$ cat src/rtl/fetch_queue.sv
// fetch_queue: 2-wide instruction buffer between the registered IF/ID packet
// and decode. Compacts partially valid fetch pairs into single slots, absorbs
// decode back-pressure, presents the two oldest entries and drives the stall
// vector back to fetch. Flushed by back-end branch recovery.
//
// Optional feature macro: FQ_BYPASS_EN
//   defined   - on an empty queue, accepted enqueue entries drive the outputs
//               in the same cycle; entries taken by decode are never written.
//   undefined - no bypass; out_valid depends only on the registered count.

`ifndef ALEN
`define ALEN 32
`endif
`ifndef XLEN
`define XLEN 32
`endif

module fetch_queue #(
    parameter  int DEPTH = 8,
    localparam int PTR_W = $clog2(DEPTH)
) (
    input  logic                        clk,
    input  logic                        rst,
    input  logic                        flush,
    input  logic [1:0]                  enq_valid,
    input  logic [1:0][`ALEN-1:0]       enq_pc,
    input  logic [1:0][`XLEN-1:0]       enq_inst,
    input  logic [1:0]                  enq_bp_hit,
    input  logic [1:0][1:0]             enq_bp_state,
    input  logic [1:0]                  deq_ready,
    output logic [1:0]                  out_valid,
    output logic [1:0][`ALEN-1:0]       out_pc,
    output logic [1:0][`XLEN-1:0]       out_inst,
    output logic [1:0]                  out_bp_hit,
    output logic [1:0][1:0]             out_bp_state,
    output logic [1:0]                  fq_stall,
    output logic [PTR_W:0]              count,
    output logic                        overflow
);

    // Slot storage (contents are don't-care out of reset, so never reset)
    logic [`ALEN-1:0]   pc_mem_q    [DEPTH];
    logic [`XLEN-1:0]   inst_mem_q  [DEPTH];
    logic               hit_mem_q   [DEPTH];
    logic [1:0]         state_mem_q [DEPTH];

    logic [PTR_W-1:0]   rd_ptr_q, rd_ptr_d;
    logic [PTR_W-1:0]   wr_ptr_q, wr_ptr_d;
    logic [PTR_W:0]     count_q,  count_d;
    logic               overflow_q, overflow_d;
    logic [1:0]         fq_stall_q, fq_stall_d;

    // Compacted enqueue lanes: lane 0 is the oldest valid fetch slot
    logic [1:0][`ALEN-1:0] c_pc_s;
    logic [1:0][`XLEN-1:0] c_inst_s;
    logic [1:0]            c_hit_s;
    logic [1:0][1:0]       c_state_s;
    logic [1:0]            n_enq_s;
    logic [1:0]            n_deq_s;
    logic                  kill_s;
    logic                  byp_s;
    logic                  accept_s;
    logic [1:0]            we_s;
    logic [PTR_W-1:0]      rd1_s;
    logic [PTR_W-1:0]      wa1_s;
    logic [PTR_W+1:0]      space_s;

    // Compact the fetch pair so valid entries occupy consecutive lanes
    always_comb begin
        n_enq_s = {1'b0, enq_valid[0]} + {1'b0, enq_valid[1]};
        if (enq_valid[0]) begin
            c_pc_s    = enq_pc;
            c_inst_s  = enq_inst;
            c_hit_s   = enq_bp_hit;
            c_state_s = enq_bp_state;
        end else begin
            c_pc_s    = {enq_pc[1],       enq_pc[1]};
            c_inst_s  = {enq_inst[1],     enq_inst[1]};
            c_hit_s   = {enq_bp_hit[1],   enq_bp_hit[1]};
            c_state_s = {enq_bp_state[1], enq_bp_state[1]};
        end
    end

    // Head read, optional empty-queue bypass and dequeue count
    always_comb begin
        kill_s       = rst | flush;
        rd1_s        = rd_ptr_q + PTR_W'(1);
        byp_s        = 1'b0;
        out_pc       = {pc_mem_q[rd1_s],    pc_mem_q[rd_ptr_q]};
        out_inst     = {inst_mem_q[rd1_s],  inst_mem_q[rd_ptr_q]};
        out_bp_hit   = {hit_mem_q[rd1_s],   hit_mem_q[rd_ptr_q]};
        out_bp_state = {state_mem_q[rd1_s], state_mem_q[rd_ptr_q]};
        out_valid    = {(count_q >= (PTR_W+1)'(2)) & ~kill_s,
                        (count_q >= (PTR_W+1)'(1)) & ~kill_s};
`ifdef FQ_BYPASS_EN
        if ((count_q == (PTR_W+1)'(0)) && !kill_s) begin
            byp_s        = 1'b1;
            out_pc       = c_pc_s;
            out_inst     = c_inst_s;
            out_bp_hit   = c_hit_s;
            out_bp_state = c_state_s;
            out_valid    = {n_enq_s == 2'd2, n_enq_s != 2'd0};
        end else begin
            byp_s        = 1'b0;
        end
`endif
        n_deq_s = {1'b0, out_valid[0] & deq_ready[0]}
                + {1'b0, out_valid[1] & deq_ready[1] & deq_ready[0]};
    end

    // Space check against this cycle's dequeue, and per-lane write enables
    always_comb begin
        space_s  = (PTR_W+2)'(DEPTH) - (PTR_W+2)'(count_q) + (PTR_W+2)'(n_deq_s);
        accept_s = ((PTR_W+2)'(n_enq_s) <= space_s);
        wa1_s    = wr_ptr_q + PTR_W'(1);
        // Bypassed entries already taken by decode are not stored
        we_s[0]  = ~kill_s & accept_s & (n_enq_s != 2'd0) & ~(byp_s & (n_deq_s != 2'd0));
        we_s[1]  = ~kill_s & accept_s & (n_enq_s == 2'd2) & ~(byp_s & (n_deq_s == 2'd2));
    end

    // Next-state pointers, occupancy, sticky overflow and stall
    always_comb begin
        rd_ptr_d   = rd_ptr_q;
        wr_ptr_d   = wr_ptr_q;
        count_d    = count_q;
        overflow_d = overflow_q;
        if (flush) begin
            rd_ptr_d = PTR_W'(0);
            wr_ptr_d = PTR_W'(0);
            count_d  = (PTR_W+1)'(0);
        end else if (accept_s) begin
            rd_ptr_d = rd_ptr_q + PTR_W'(n_deq_s);
            wr_ptr_d = wr_ptr_q + PTR_W'(n_enq_s);
            count_d  = count_q + (PTR_W+1)'(n_enq_s) - (PTR_W+1)'(n_deq_s);
        end else begin
            rd_ptr_d   = rd_ptr_q + PTR_W'(n_deq_s);
            count_d    = count_q - (PTR_W+1)'(n_deq_s);
            overflow_d = 1'b1;
        end
        fq_stall_d = {2{count_d > (PTR_W+1)'(DEPTH - 4)}};
    end

    // Control state register with synchronous reset
    always_ff @(posedge clk) begin
        if (rst) begin
            rd_ptr_q   <= PTR_W'(0);
            wr_ptr_q   <= PTR_W'(0);
            count_q    <= (PTR_W+1)'(0);
            overflow_q <= 1'b0;
            fq_stall_q <= 2'b00;
        end else begin
            rd_ptr_q   <= rd_ptr_d;
            wr_ptr_q   <= wr_ptr_d;
            count_q    <= count_d;
            overflow_q <= overflow_d;
            fq_stall_q <= fq_stall_d;
        end
    end

    // Slot writes: compacted lanes go to wr_ptr and wr_ptr+1
    always_ff @(posedge clk) begin
        if (we_s[0]) begin
            pc_mem_q[wr_ptr_q]    <= c_pc_s[0];
            inst_mem_q[wr_ptr_q]  <= c_inst_s[0];
            hit_mem_q[wr_ptr_q]   <= c_hit_s[0];
            state_mem_q[wr_ptr_q] <= c_state_s[0];
        end
        if (we_s[1]) begin
            pc_mem_q[wa1_s]    <= c_pc_s[1];
            inst_mem_q[wa1_s]  <= c_inst_s[1];
            hit_mem_q[wa1_s]   <= c_hit_s[1];
            state_mem_q[wa1_s] <= c_state_s[1];
        end
    end

    assign count    = count_q;
    assign overflow = overflow_q;
    assign fq_stall = fq_stall_q;

endmodule

$ cat config.mk
export PLATFORM = sky130hd
export DESIGN_NAME = fetch_queue
export DESIGN_NICKNAME = d
export VERILOG_FILES = /design/src/rtl/fetch_queue.sv
export SDC_FILE = /design/constraint.sdc
export NUM_CORES = 1
export LEC_CHECK = 0
export BUFFER_PORTS_ARGS = -buffer_cell sky130_fd_sc_hd__buf_2
export CORE_UTILIZATION = 60
export CTS_CLUSTER_SIZE = 28
export DETAILED_ROUTE_END_ITERATION = 10
export PLACE_DENSITY = 0.86
export SLEW_MARGIN = 20
export SYNTH_ARGS = -nofsm -noshare
export SYNTH_HDL_FRONTEND = slang
export SYNTH_SLANG_ARGS = --single-unit
$ cat constraint.sdc
create_clock -name clk -period 13 [get_ports clk]
set_clock_uncertainty 0.05 [all_clocks]
set_input_delay 2.6 -clock clk [delete_from_list [all_inputs] [get_ports clk]]
set_output_delay 2.6 -clock clk [all_outputs]
set_load 0.05 [all_outputs]
==> metrics.txt <==
most frequent cells in the layout mux2_2, edfxtp_1, buf_2, mux4_2; Top Family by Delay on Critical Path simple AND/OR/NAND/NOR gates; status finished clean; Comb pwr share 0.227; setup TNS 0 ps; R2R Path Start count[2]; final setup fails 0; Slew Viols, Final 0; DRC viols 0; r2r setup slk around 6600 ps; latest clock arrival within the worst-skew pair slightly above 600 ps; worst reg-to-reg path cell count 18; Worst Hold Path EP overflow; Max Clock Freq around 120 MHz; kind of critical path in2reg; CTS resizes 0; GRT Util Overall 0.309; DPL Wire Length 49200 µm; sw power roughly 1400 µW; Initial Util 0.607; syn_nets approximately 2000; initial DRC count around 2200; unique cell type count in the Yosys netlist 44; Clock power frac 0.338; cells along the critical path buf_2 > or2_1 > a21oi_1 > and3_1 > ha_1 > inv_1 > ha_1 > inv_1 > fa_1 > inv_1 > ha_1 > nor2b_1 > o211ai_1 > a211oi_4 > nand4b_1 > nor2_4 > buf_4 > mux2_2; layout cells sized above 1 0.674; crit path time final roughly 8000 ps; Flop pwr share 0.435; Synth Cell Area 32600 µm²; Post CTS Setup Buffer Count 0; Worst-path clk slew around 60 ps; Arr. time, crit path ~8400 ps; DRT Wirelength around 85000 µm; Post-CTS Hold Buffers 0; post-route ant nets 0; top cell type by total area after synthesis edfxtp_1; Slew headroom 0.204; top area cells in the synthesized netlist edfxtp_1, mux2_2, mux4_2, mux2_4, buf_2; Yosys top cell area share 0.493; DR pass1 iterations 7; FP Rows 85; overflow left after global routing 0; startpoint types primary input; height of the chip 235 µm; worst slew pin tran ~1200 ps; Layout Cell Area excl Fill 36600 µm²; Crit-path slowest cell buf_4; unrepaired setup endpoints after global routing no; Cells after Synth 1837; leakage power 0.0118 µW; VDD IR-drop max roughly 0.00012 V; CTS tree built; I/O Buffers between 200 and 300; Req. time, crit path 13320 ps; H-Tree Level Count 2; Core Area 53800 µm²; die area ~55000 µm²; Buf+Inv Stages, Crit Path 5; Power Density roughly 130 nW/µm²; hold path start overflow; NumNets Final roughly 2200; yosys warns 0; Die Width 235 µm; Max FO, Critical Path 57; clock tree buffer depth 3; Worst path max stage delay 980 ps; Final GP Congestion 0.844; pre-CTS setup slack ~4300 ps; final period utilization 0.619; vias after detailed routing roughly 20000; reg-to-reg endpoint pc_mem_q[6][19]; sequential share of the synthesized area 0.500; first-pass GRT wire length 128000 µm; synthesized area per cell roughly 18 µm²; largest net degree at the start of global routing between 60 and 70; Hold Path Class reg2reg; root buffer cell clkbuf_16; Fin. Hold Viols 0; Post-DP Area 34700 µm²; internal power around 3400 µW; Hold Path Cell Cnt 2; CP Capture Type flip-flop; max cap viols 0; clk sinks about 550; post-DR wirelength/cell roughly 30 µm; CTS Buf Count 56; Yosys reg bits roughly 550; leading cell type in the layout, fill and taps excluded mux2_2; # IOs ~280; Sw Ratio 0.293; routed vias/inst 6.95; Area growth syn-to-layout 12.2%; number of global-route vias before repair a little over 20000; initial antenna violation count 13; setup ws final about 5000 ps
[cell usage after synthesis, drive strengths merged]
library cell	n
o21ai	2
clkbuf	49
nor2	17
mux2	737
a211oi	6
nand4b	2
fa	6
or3	4
nand3	2
ha	20
nor2b	2
nand2	8
buf	97
and3	1
dfxtp	12
xor2	6
o21bai	4
a21o	1
mux4	268
o22ai	4
inv	25
nor4	1
o211ai	1
edfxtp	536
mux2i	2
nor3	4
or2	1
and2	2
nand4	1
xnor2	2
a31oi	2
a211o	1
nand2b	2
nand3b	1
a21oi	8
[metal layers]
layer | global-route usage | up-vias | wire [µm]
li1 | - | 8136 | -
met2 | 0.514 | 1037 | 42600
met5 | 0 | - | 27
met3 | 0.0561 | 144 | 7820
met4 | 0.108 | 4 | 2460
met1 | 0.412 | 10400 | 32200
[tightest hold or removal path, stage by stage (launching register included)]
cell	delay, ps
dfxtp_1	330
a21oi_1	50
nor2_1	70
[state kept, by name (all words and copies together), names as in the netlist]
| name | flops |
|---|---|
| count | 4 |
| fq_stall | 1 |
| hit_mem_q | 8 |
| inst_mem_q | 256 |
| overflow | 1 |
| pc_mem_q | 256 |
| rd_ptr_q | 3 |
| state_mem_q | 16 |
| wr_ptr_q | 3 |
[worst max-delay path by stage]
stage | cells past startpoint | end | slack, ps | startpoint
after floorplan | 18 | hit_mem_q[2] | 2880 | rst
after global placement | 18 | pc_mem_q[3][1] | 4360 | rst
after detailed placement | 18 | pc_mem_q[2][1] | 4280 | rst
after CTS | 18 | inst_mem_q[2][1] | 4910 | rst
after global routing | 18 | pc_mem_q[6][16] | 4760 | rst
final | 18 | pc_mem_q[6][19] | 4950 | rst
[cell families after synthesis]
logic type	share of synthesized area
AO/OA/AOI/OAI	0.00586
buffers and inverters	0.0256
adder cells (fa/ha/maj)	0.0113
flip-flops	0.500
multiplexers	0.446
XOR/XNOR	0.00215
AND/OR/NAND/NOR	0.00820
[through the flow]
step                cells  power (µW)  utilization  hold slack (ps)
finish               2830        4800        0.681              428
global route         2826        4940        0.680              504
CTS                  2816        4810        0.679              448
detailed placement   2710        3200        0.645              431
global placement     2709        3170        0.644              453
floorplan            1837        2930            -              476
[power groups by stage]
stage          Sequential (µW)  Clock (µW)  Combinational, µW
5_1_grt                   2100        1700               1150
3_3_place_gp              2120           0               1060
6_report                  2090        1620               1090
4_1_cts                   2090        1630               1090
3_5_place_dp              2130           0               1080
2_1_floorplan             2140           0                790
[layout make-up]
cell class              instances  area, µm²
fillers                      3440      17200
clock buffers                  71       1480
flip-flops and latches        548      16300
clock inverters                35        349
multi-input cells            1118      15700
inverters                      25       93.8
well taps                     696        871
repair buffers                325       1800
diodes                         12       30.0
(Power assumes the default switching activity.)
